--- src/rtl/pc_sequencer_pkg.sv ---
// Shared codes for the program-counter sequencer: PC source selectors, branch
// types, exception causes and handler state.
package pc_sequencer_pkg;

    localparam logic [1:0] PCSRC_ALU_RESULT = 2'b00;
    localparam logic [1:0] PCSRC_JUMP       = 2'b01;
    localparam logic [1:0] PCSRC_ALU_OUT    = 2'b10;
    localparam logic [1:0] PCSRC_EPC        = 2'b11;

    localparam logic [1:0] BR_BEQ = 2'b00;
    localparam logic [1:0] BR_BNE = 2'b01;
    localparam logic [1:0] BR_BGT = 2'b10;
    localparam logic [1:0] BR_BLE = 2'b11;

    typedef logic [1:0] cause_t;

    localparam cause_t CAUSE_0        = 2'd0;
    localparam cause_t CAUSE_1        = 2'd1;
    localparam cause_t CAUSE_2        = 2'd2;
    localparam cause_t CAUSE_MISALIGN = 2'd3;

    typedef enum logic {
        ST_NORMAL  = 1'b0,
        ST_HANDLER = 1'b1
    } seq_state_t;

endpackage

--- src/rtl/pc_sequencer_if.sv ---
// Control/datapath bundle between the control unit and the PC sequencer.
interface pc_sequencer_if #(
    parameter int WIDTH = 32
);
    logic             pc_write;
    logic             pc_write_cond;
    logic [1:0]       branch_type;
    logic             alu_zero;
    logic             alu_gt;
    logic [1:0]       pcsrc_selector;
    logic [WIDTH-1:0] alu_result;
    logic [WIDTH-1:0] jump_target;
    logic [WIDTH-1:0] alu_out_reg;
    logic             exc_req;
    logic [1:0]       exc_cause;
    logic [WIDTH-1:0] pc;
    logic [WIDTH-1:0] epc;
    logic             in_handler;
    logic             exc_ack;
    logic             misaligned;
    logic             double_fault;

    modport master (
        output pc_write, pc_write_cond, branch_type, alu_zero, alu_gt,
               pcsrc_selector, alu_result, jump_target, alu_out_reg,
               exc_req, exc_cause,
        input  pc, epc, in_handler, exc_ack, misaligned, double_fault
    );

    modport slave (
        input  pc_write, pc_write_cond, branch_type, alu_zero, alu_gt,
               pcsrc_selector, alu_result, jump_target, alu_out_reg,
               exc_req, exc_cause,
        output pc, epc, in_handler, exc_ack, misaligned, double_fault
    );

endinterface

--- src/rtl/pc_sequencer_branch_cond.sv ---
// Conditional-branch evaluation from the ALU flags.
module pc_branch_cond
    import pc_sequencer_pkg::*;
(
    input  logic [1:0] branch_type,
    input  logic       zero,
    input  logic       gt,
    output logic       cond
);

    always_comb begin
        cond = 1'b0;
        case (branch_type)
            BR_BEQ:  cond = zero;
            BR_BNE:  cond = !zero;
            BR_BGT:  cond = gt;
            BR_BLE:  cond = !gt;
            default: cond = 1'b0;
        endcase
    end

endmodule

--- src/rtl/pc_sequencer.sv ---
// Registered PC/EPC unit: source mux, conditional writes, exception vectoring,
// alignment checking and handler-state tracking.
module pc_sequencer
    import pc_sequencer_pkg::*;
#(
    parameter int          WIDTH           = 32,
    parameter logic [WIDTH-1:0] RESET_VECTOR    = '0,
    parameter logic [WIDTH-1:0] EXC_VECTOR_BASE = 'h0000_00FC,
    parameter int unsigned EPC_OFFSET      = 4,
    parameter bit          ALIGN_CHECK     = 1'b1,
    parameter cause_t      MISALIGN_CAUSE  = CAUSE_MISALIGN
) (
    input  logic          clk,
    input  logic          reset,
    pc_sequencer_if.slave bus
);

    seq_state_t       state_q, state_d;
    logic [WIDTH-1:0] pc_q, pc_d;
    logic [WIDTH-1:0] epc_q, epc_d;
    logic             ack_q, ack_d;
    logic             mis_q, mis_d;
    logic             df_q, df_d;

    logic [WIDTH-1:0] next_target;
    logic             cond;
    logic             take;
    logic             fault_align;
    logic             exc_any;
    cause_t           cause_sel;
    logic [WIDTH-1:0] exc_vector;

    pc_branch_cond u_branch_cond (
        .branch_type (bus.branch_type),
        .zero        (bus.alu_zero),
        .gt          (bus.alu_gt),
        .cond        (cond)
    );

    always_comb begin
        next_target = bus.alu_result;
        case (bus.pcsrc_selector)
            PCSRC_ALU_RESULT: next_target = bus.alu_result;
            PCSRC_JUMP:       next_target = bus.jump_target;
            PCSRC_ALU_OUT:    next_target = bus.alu_out_reg;
            PCSRC_EPC:        next_target = epc_q;
            default:          next_target = bus.alu_result;
        endcase
    end

    assign take        = bus.pc_write || (bus.pc_write_cond && cond);
    assign fault_align = ALIGN_CHECK && take && (next_target[1:0] != 2'b00);
    assign exc_any     = bus.exc_req || fault_align;
    // External request outranks an alignment fault in the same cycle
    assign cause_sel   = bus.exc_req ? bus.exc_cause : MISALIGN_CAUSE;
    assign exc_vector  = EXC_VECTOR_BASE + WIDTH'({cause_sel, 2'b00});

    always_comb begin
        state_d = state_q;
        pc_d    = pc_q;
        epc_d   = epc_q;
        ack_d   = 1'b0;
        mis_d   = 1'b0;
        df_d    = df_q;
        if (exc_any) begin
            pc_d  = exc_vector;
            ack_d = 1'b1;
            mis_d = !bus.exc_req;
            case (state_q)
                ST_NORMAL: begin
                    epc_d   = pc_q - WIDTH'(EPC_OFFSET);
                    state_d = ST_HANDLER;
                end
                ST_HANDLER: df_d = 1'b1;
                default:    state_d = ST_NORMAL;
            endcase
        end else if (take) begin
            pc_d = next_target;
            if (state_q == ST_HANDLER && bus.pcsrc_selector == PCSRC_EPC) begin
                state_d = ST_NORMAL;
            end
        end
    end

    always_ff @(posedge clk) begin
        if (reset) begin
            state_q <= ST_NORMAL;
        end else begin
            state_q <= state_d;
        end
    end

    always_ff @(posedge clk) begin
        if (reset) begin
            pc_q  <= RESET_VECTOR;
            epc_q <= '0;
            ack_q <= 1'b0;
            mis_q <= 1'b0;
            df_q  <= 1'b0;
        end else begin
            pc_q  <= pc_d;
            epc_q <= epc_d;
            ack_q <= ack_d;
            mis_q <= mis_d;
            df_q  <= df_d;
        end
    end

    assign bus.pc           = pc_q;
    assign bus.epc          = epc_q;
    assign bus.in_handler   = (state_q == ST_HANDLER);
    assign bus.exc_ack      = ack_q;
    assign bus.misaligned   = mis_q;
    assign bus.double_fault = df_q;

endmodule

--- src/flat_wrapper.sv ---
// flat-port wrapper written by rule: the top's interface ports become plain ports
module pc_sequencer_flat import pc_sequencer_pkg::*;
#(
    parameter int          WIDTH           = 32,
    parameter logic [WIDTH-1:0] RESET_VECTOR    = '0,
    parameter logic [WIDTH-1:0] EXC_VECTOR_BASE = 'h0000_00FC,
    parameter int unsigned EPC_OFFSET      = 4,
    parameter bit          ALIGN_CHECK     = 1'b1,
    parameter cause_t      MISALIGN_CAUSE  = CAUSE_MISALIGN
)
  (clk, reset, bus_pc_write, bus_pc_write_cond, bus_branch_type, bus_alu_zero, bus_alu_gt, bus_pcsrc_selector, bus_alu_result, bus_jump_target, bus_alu_out_reg, bus_exc_req, bus_exc_cause, bus_pc, bus_epc, bus_in_handler, bus_exc_ack, bus_misaligned, bus_double_fault);
  pc_sequencer_if #(.WIDTH(WIDTH)) bus_i ();
  input  logic clk;
  input  logic reset;
  input wire logic [$bits(bus_i.pc_write)-1:0] bus_pc_write;
  input wire logic [$bits(bus_i.pc_write_cond)-1:0] bus_pc_write_cond;
  input wire logic [$bits(bus_i.branch_type)-1:0] bus_branch_type;
  input wire logic [$bits(bus_i.alu_zero)-1:0] bus_alu_zero;
  input wire logic [$bits(bus_i.alu_gt)-1:0] bus_alu_gt;
  input wire logic [$bits(bus_i.pcsrc_selector)-1:0] bus_pcsrc_selector;
  input wire logic [$bits(bus_i.alu_result)-1:0] bus_alu_result;
  input wire logic [$bits(bus_i.jump_target)-1:0] bus_jump_target;
  input wire logic [$bits(bus_i.alu_out_reg)-1:0] bus_alu_out_reg;
  input wire logic [$bits(bus_i.exc_req)-1:0] bus_exc_req;
  input wire logic [$bits(bus_i.exc_cause)-1:0] bus_exc_cause;
  output wire logic [$bits(bus_i.pc)-1:0] bus_pc;
  output wire logic [$bits(bus_i.epc)-1:0] bus_epc;
  output wire logic [$bits(bus_i.in_handler)-1:0] bus_in_handler;
  output wire logic [$bits(bus_i.exc_ack)-1:0] bus_exc_ack;
  output wire logic [$bits(bus_i.misaligned)-1:0] bus_misaligned;
  output wire logic [$bits(bus_i.double_fault)-1:0] bus_double_fault;
  assign bus_i.pc_write = bus_pc_write;
  assign bus_i.pc_write_cond = bus_pc_write_cond;
  assign bus_i.branch_type = bus_branch_type;
  assign bus_i.alu_zero = bus_alu_zero;
  assign bus_i.alu_gt = bus_alu_gt;
  assign bus_i.pcsrc_selector = bus_pcsrc_selector;
  assign bus_i.alu_result = bus_alu_result;
  assign bus_i.jump_target = bus_jump_target;
  assign bus_i.alu_out_reg = bus_alu_out_reg;
  assign bus_i.exc_req = bus_exc_req;
  assign bus_i.exc_cause = bus_exc_cause;
  assign bus_pc = bus_i.pc;
  assign bus_epc = bus_i.epc;
  assign bus_in_handler = bus_i.in_handler;
  assign bus_exc_ack = bus_i.exc_ack;
  assign bus_misaligned = bus_i.misaligned;
  assign bus_double_fault = bus_i.double_fault;
  pc_sequencer #(.WIDTH(WIDTH), .RESET_VECTOR(RESET_VECTOR), .EXC_VECTOR_BASE(EXC_VECTOR_BASE), .EPC_OFFSET(EPC_OFFSET), .ALIGN_CHECK(ALIGN_CHECK), .MISALIGN_CAUSE(MISALIGN_CAUSE)) u_core (.clk(clk), .reset(reset), .bus(bus_i));
endmodule
--- config.mk ---
export PLATFORM = sky130hd
export DESIGN_NAME = pc_sequencer_flat
export DESIGN_NICKNAME = d
export VERILOG_FILES = /design/src/rtl/pc_sequencer_pkg.sv /design/src/rtl/pc_sequencer_if.sv /design/src/rtl/pc_sequencer_branch_cond.sv /design/src/rtl/pc_sequencer.sv /design/src/flat_wrapper.sv
export SDC_FILE = /design/constraint.sdc
export NUM_CORES = 1
export LEC_CHECK = 0
export ABC_AREA = 1
export CORE_UTILIZATION = 47
export DETAILED_ROUTE_END_ITERATION = 10
export GPL_TIMING_DRIVEN = 0
export PLACE_DENSITY_LB_ADDON = 0.12
export SYNTH_ARGS = -nofsm -noshare
export SYNTH_HDL_FRONTEND = slang
export SYNTH_SLANG_ARGS = --single-unit
--- constraint.sdc ---
create_clock -name clk -period 3.65 [get_ports clk]
set_clock_uncertainty 0.05 [all_clocks]
set_input_delay 0.73 -clock clk [delete_from_list [all_inputs] [get_ports clk]]
set_output_delay 0.73 -clock clk [all_outputs]
set_load 0.005 [all_outputs]
==> impl_results.md, run 1 <==
- Worst Min Path Start: u_core.bus.double_fault
- CTS Root Cell: clkbuf_8
- Worst setup SP type: input pin
- Critical path class: input pin to flip-flop
- Seq cells post-synth: 68
- Reg2reg path depth: 8
- Synthesized area per cell: approximately 6.0 µm²
- Die height: around 97 µm
- Setup crit end: u_core.bus.in_handler
- Total track usage: approximately a third
- Final Hold Vio Count: 0
- Endpoint class of the critical path: flip-flop
- Pwr/cell area: a little under 400 nW/µm²
- Synth area leader: dfxtp_1
- Top post-synthesis cells by area: dfxtp_1, nand2_1, nor2_1, inv_1, o2111ai_1
- Worst hold path class: flip-flop to flip-flop
- Switch Pwr: between 0.7 and 0.8 mW
- Count of unique library cells instantiated by Yosys: 26
- CP max FO: 10
- Count leader, synth: nand2_1
- # resized after CTS: 0
- Asr flop ratio synth: 0%
- Nets@finish: roughly 1000
- Setup TNS: 0 ns
- Clock-pin transition on the worst setup and hold timing paths: 0.07 ns
- Worst EP arrival: ~2.8 ns
- Sw Share: roughly a third
- Slew Limit Fails: 0
- Synth-to-Final Area Change: 50.9%
- MaxCap Viol Count: 0
- Fraction of layout cells with a size suffix above 1: between 4 and 5%
- Worst vdd ir: around 270 µV
- DP Area: about 6000 µm²
- R2R Path End: u_core.bus.epc[26]
- Combinational power share: 33.2%
- Vias in the first global route: around 5300
- R2R setup slack: 1.49 ns
- Setup-failing EPs final: 0
- Critical path's slowest cell: clkdlybuf4s50_1
- Num CTS Buffers: 9
- Post-Syn Instances: roughly 710
- IO Port Bufs: 176
- Max incr delay on CP: approximately 0.48 ns
- EDFF count, synth: 0
- Die area: roughly 9400 µm²
- Hold_ws: about 0.4 ns
- Synth Flop Type: dfxtp_1
- Longest Clk Path Bufs: 2
- Pin count of the biggest net entering global routing: 12
- Clock Power Share: between 30% and 40%
- Headroom to the max-slew limit: 49.6%
- Max Clk Rate: between 0.3 and 0.4 GHz
- Synth Warn #: 0
- Register area share after synthesis: between 30% and 40%
- Critical Path Source: bus_branch_type[1]
- Post-CTS Hold Buffers: 0
- Reg-to-Reg Start: u_core.bus.pc[2]
- Vias post-DR: 5387
- Row cnt: 34
- Via-per-instance ratio: between 5 and 6
- CTS tree: yes
- Post-route cell area: between 6000 and 7000 µm²
- RSZ-0062 raised after global routing: false
- Post-synth top cells: nand2_1, nor2_1, inv_1
- First-pass iteration count of the detailed router: 5
- CTS Sinks: 68
- Syn nets: roughly 820
- WL/cell: 16.1 µm
- Worst-margin pin slew: 0.757 ns
- DIE WIDTH: about 97 µm
- Sequential share of power: 34.9%
- Global-route wire length before repair: around 26 mm
- Routed WL: between 15 and 20 mm
- Diode count: 0
- Worst-Skew Late Latency: 0.35 ns
- Htree depth: 3
- Mapped Area: ~4200 µm²
- Status: complete, no violations
- Yosys top cell area share: 32.2%
- Fin crit share: slightly above 70%
- Tmin final: roughly 2.7 ns
- CP required: around 3.8 ns
- Initial antenna violation count: 0
- Setup Fix Bufs, Post-CTS: 0
- Most common cell on crit path: nand2_1
- DP HPWL: around 12 mm
- # DRC: 0
- Initial core utilization: between 40% and 50%
- GP Congestion: about 0.94
- Drt initial violations: roughly 320
- Int Pwr: 1.69 mW
- Core Area: 8720 µm²
- Leak: approximately 2.8 nW
- DRT antenna net count: 0
- Global route overflow: 0
- Ports: between 150 and 200
- Crit-path cells: clkdlybuf4s50_1, inv_1, nand2_1, nand2_1, nand2_1, nand3_1, nand2_1, clkinv_1, clkbuf_1, o21ai_0, a21oi_1
==> cell usage in the layout (no fill, tap or decap), types with 18 or more instances in the layout <==
cell / n
nand3_1: 24
clkbuf_1: 21
nand2_1: 264
clkdlybuf4s50_1: 176
nor2_1: 122
o2111ai_1: 25
inv_1: 72
nand4_1: 19
a21oi_1: 18
dfxtp_1: 68
==> area by class of cell <==
type                    count  area, µm²
fillers                   718       2350
clock buffers              12        155
inverters                  77        289
plain buffers              31        158
flip-flops and latches     68       1360
multi-input cells         529       2410
clock inverters             4       95.1
repair buffers            176       1760
well taps                 108        135
==> flip-flops by register name, indices dropped and copies added (netlist names) <==
name                     count
u_core.bus.exc_ack           1
u_core.bus.pc               32
u_core.bus.double_fault      1
u_core.bus.misaligned        1
u_core.bus.epc              32
u_core.bus.in_handler        1
==> worst min path at each step <==
stage                     slack, ns  cells past startpoint                       to
after CTS                      0.41                      2  u_core.bus.double_fault
after global placement         0.39                      2  u_core.bus.double_fault
after global routing           0.44                      2  u_core.bus.double_fault
after detailed placement       0.39                      2  u_core.bus.double_fault
final                          0.41                      2  u_core.bus.double_fault
after floorplan                0.40                      2  u_core.bus.double_fault
==> critical path: cells and delay by family <==
| family | cells | cell delay (ns) |
|---|---|---|
| buffers and inverters | 4 | 1.26 |
| and+or+nand+nor | 5 | 0.45 |
| AOI/OAI and AO/OA | 2 | 0.39 |
==> through the flow <==
stage / instances / setup slack (ns) / util [%] / power (mW)
global placement: 989 / 0.850 / 70.2 / 1.66
detailed placement: 989 / 0.763 / 70.2 / 1.68
floorplan: 705 / 1.74 / - / 1.29
CTS: 1005 / 1.11 / 73.0 / 2.46
global route: 1005 / 0.913 / 73.0 / 2.59
finish: 1005 / 0.994 / 73.0 / 2.47
==> metal layers <==
layer | GRT usage [%] | vias up | routed length (µm)
met5 | 0 | - | 0
met4 | 14.2 | 0 | 385
met3 | 6.00 | 32 | 1320
met2 | 58.8 | 286 | 7710
met1 | 43.9 | 2475 | 6760
li1 | - | 2594 | -
==> power groups by stage <==
stage	Combinational [mW]	Sequential, mW	Clock (mW)
floorplan	0.419	0.873	0
global placement	0.788	0.876	0
detailed placement	0.805	0.876	0
CTS	0.811	0.860	0.787
global route	0.904	0.869	0.817
finish	0.820	0.861	0.788
==> kinds of logic (layout without fill, tap and decap cells) <==
logic type | count (synthesis) | count (layout) | share of synthesized area [%]
and+or+nand+nor | 442 | 442 | 42.0
xor gates and xnor gates | 18 | 18 | 3.73
DFF | 68 | 68 | 32.2
AOI/OAI and AO/OA | 67 | 67 | 10.8
buffers and inverters | 108 | 300 | 10.6
adders and majority gates | 2 | 2 | 0.593
No activity file was read; power rests on OpenSTA's default activity.
==> inputs of run 2 (changes only) <==
CORE_UTILIZATION = 43   (was 47)
clock period = 2.5 ns   (was 3.65 ns; I/O delays follow)
==> impl_results.md, run 2 (synthesis results as in run 1) <==
- Status: complete, no violations
- CTS tree: yes
- Inst Count DP: 1010 (+2.1%)
- Commonest non-fill, non-tap cells in the layout: nand2_1, clkdlybuf4s50_1, nor2_1, inv_1, dfxtp_1
- Worst setup SP type: input pin
- Setup-failing EPs final: 0 (unchanged)
- Fraction of layout cells with a size suffix above 1: 4.24% (-0.11 points)
- CTS Sinks: 68 (unchanged)
- Non-filler instance count after layout: 1026 (+2.1%)
- # resized after CTS: 0 (unchanged)
- Worst-margin pin slew: 0.705 ns (-0.0517 ns)
- Final Hold Vio Count: 0 (unchanged)
- Initial antenna violation count: 0 (unchanged)
- Vias in the first global route: 4992 (-5.9%)
- Combinational power share: 35.3% (+2.1 points)
- Via-per-instance ratio: 5.12 (-4.5%)
- Worst vdd ir: 284 µV (+6.1%)
- Diode count: 0 (unchanged)
- Core Area: 9370 µm² (+7.5%)
- Met1 Resource Use GR: 40.5% (-3.3 points)
- # DRC: 0 (unchanged)
- Commonest non-fill, non-tap cell in the layout: nand2_1
- Longest Clk Path Bufs: 2 (unchanged)
- Hold_ws: 0.413 ns (+0.00415 ns)
- Endpoint class of the critical path: flip-flop
- RSZ-0062 raised after global routing: false
- Die height: 101 µm (+4.5%)
- Global route overflow: 0 (unchanged)
- Max Clk Rate: approximately 0.43 GHz
- Routed WL: 16.1 mm (-0.56%)
- Slew Limit Fails: 0 (unchanged)
- Reg2reg path depth: 8 (unchanged)
- CTS Root Cell: clkbuf_8
- Global-route wire length before repair: 24.7 mm (-5.3%)
- Htree depth: 3 (unchanged)
- Row cnt: 35 (+2.9%)
- Sequential share of power: 37.2% (+2.3 points)
- Critical path class: input pin to flip-flop
- Post-Place Setup Slack: -0.154 ns (-0.917 ns)
- Headroom to the max-slew limit: 53.0% (+3.4 points)
- Clock Power Share: 27.5% (-4.4 points)
- Switch Pwr: 1.15 mW (+47%)
- Ports: 177 (unchanged)
- Leak: 2.78 nW (-0.93%)
- Pin count of the biggest net entering global routing: 12 (unchanged)
- Tmin final: about 2.3 ns
- Initial core utilization: 45.0% (-3.4 points)
- M2 GR Usage: 54.1% (-4.7 points)
- Worst hold path class: flip-flop to flip-flop
- IO Port Bufs: 176 (unchanged)
- Vias post-DR: 5254 (-2.5%)
- Hold Path Stages: 2 (unchanged)
- Die area: 10200 µm² (+9.1%)
- Worst EP arrival: 2.52 ns (-0.30 ns)
- MaxCap Viol Count: 0 (unchanged)
- Met3 Usage GRT: 4.02% (-2.0 points)
- Clock-pin transition on the worst setup and hold timing paths: 0.07 ns (about the same)
- Fin crit share: ~94%
- First-pass iteration count of the detailed router: 5 (unchanged)
- Worst-Skew Late Latency: 0.35 ns (about the same)
- Nets@finish: 1003 (unchanged)
- DIE WIDTH: 101 µm (+4.5%)
- GP Congestion: 0.933 (-0.52%)
- Num CTS Buffers: 9 (unchanged)
- Setup Fix Bufs, Post-CTS: 0 (unchanged)
- Int Pwr: 2.23 mW (+32%)
- Drt initial violations: 274 (-13%)
- DP HPWL: 12.3 mm (-0.24%)
- Pwr/cell area: 534 nW/µm² (+38%)
- CP max FO: 10 (unchanged)
- Setup ws final: 0.151 ns (-0.843 ns)
- CP required: 2.67 ns (-1.14 ns)
- Synth-to-Final Area Change: 50.1%
- Sw Share: 34.1% (+2.3 points)
- GRT busiest layer: met2
- DRT antenna net count: 0 (unchanged)
- Post-CTS Hold Buffers: 0 (unchanged)
- Total track usage: 31.4% (-3.4 points)
- WL/cell: 15.7 µm (-2.6%)
## run 2: cell type report
cell class,instances,area [µm²]
Clock buffer,12,145
Tap cell,129,161
Buffer,31,158
Timing Repair Buffer,176,1760
Inverter,77,289
Sequential cell,68,1360
Multi-Input combinational cell,529,2410
Clock inverter,4,48.8
Fill cell,862,3030
## run 2: path summary, 6_finish.rpt
path,startpoint,endpoint,slack (ns)
hold reg to reg,u_core.bus.double_fault,u_core.bus.double_fault,0.41
hold / removal,u_core.bus.double_fault,u_core.bus.double_fault,0.41
setup reg to reg,u_core.bus.pc[2],u_core.bus.epc[26],0.34
setup / recovery,bus_pcsrc_selector[0],u_core.bus.pc[18],0.15
## run 2: critical path: stages
cell and delay, ns:
clkdlybuf4s50_1 0.57, nand2_2 0.21, inv_2 0.17, nand2_1 0.07, nand3_1 0.10, nand2_2 0.13
nand2_2 0.12, nand2_1 0.15, nand2_1 0.14, buf_2 0.26, nor2_1 0.09
## run 2: metrics by stage
step	utilization, %	total power [mW]	cell area [µm²]	TNS, ns
after floorplan	-	1.89	4220	0
after global placement	65.6	2.44	6140	-2.25
after detailed placement	65.6	2.46	6140	-5.35
after CTS	67.6	3.37	6340	0
after global routing	67.6	3.56	6340	0
final	67.6	3.39	6340	0
## run 2: routing by layer
metal	part of all wire, %	up-vias
met3	7.4	30
met2	46	234
met1	44	2400
li1	-	2590
met5	0	-
met4	2.3	0
## run 2: power groups by stage
stage          clock, mW  combinational, mW  sequential [mW]
6_report           0.931               1.20             1.26
5_1_grt            0.963               1.33             1.27
4_1_cts            0.924               1.19             1.26
3_5_place_dp           0               1.18             1.28
3_3_place_gp           0               1.16             1.28
2_1_floorplan          0              0.611             1.27
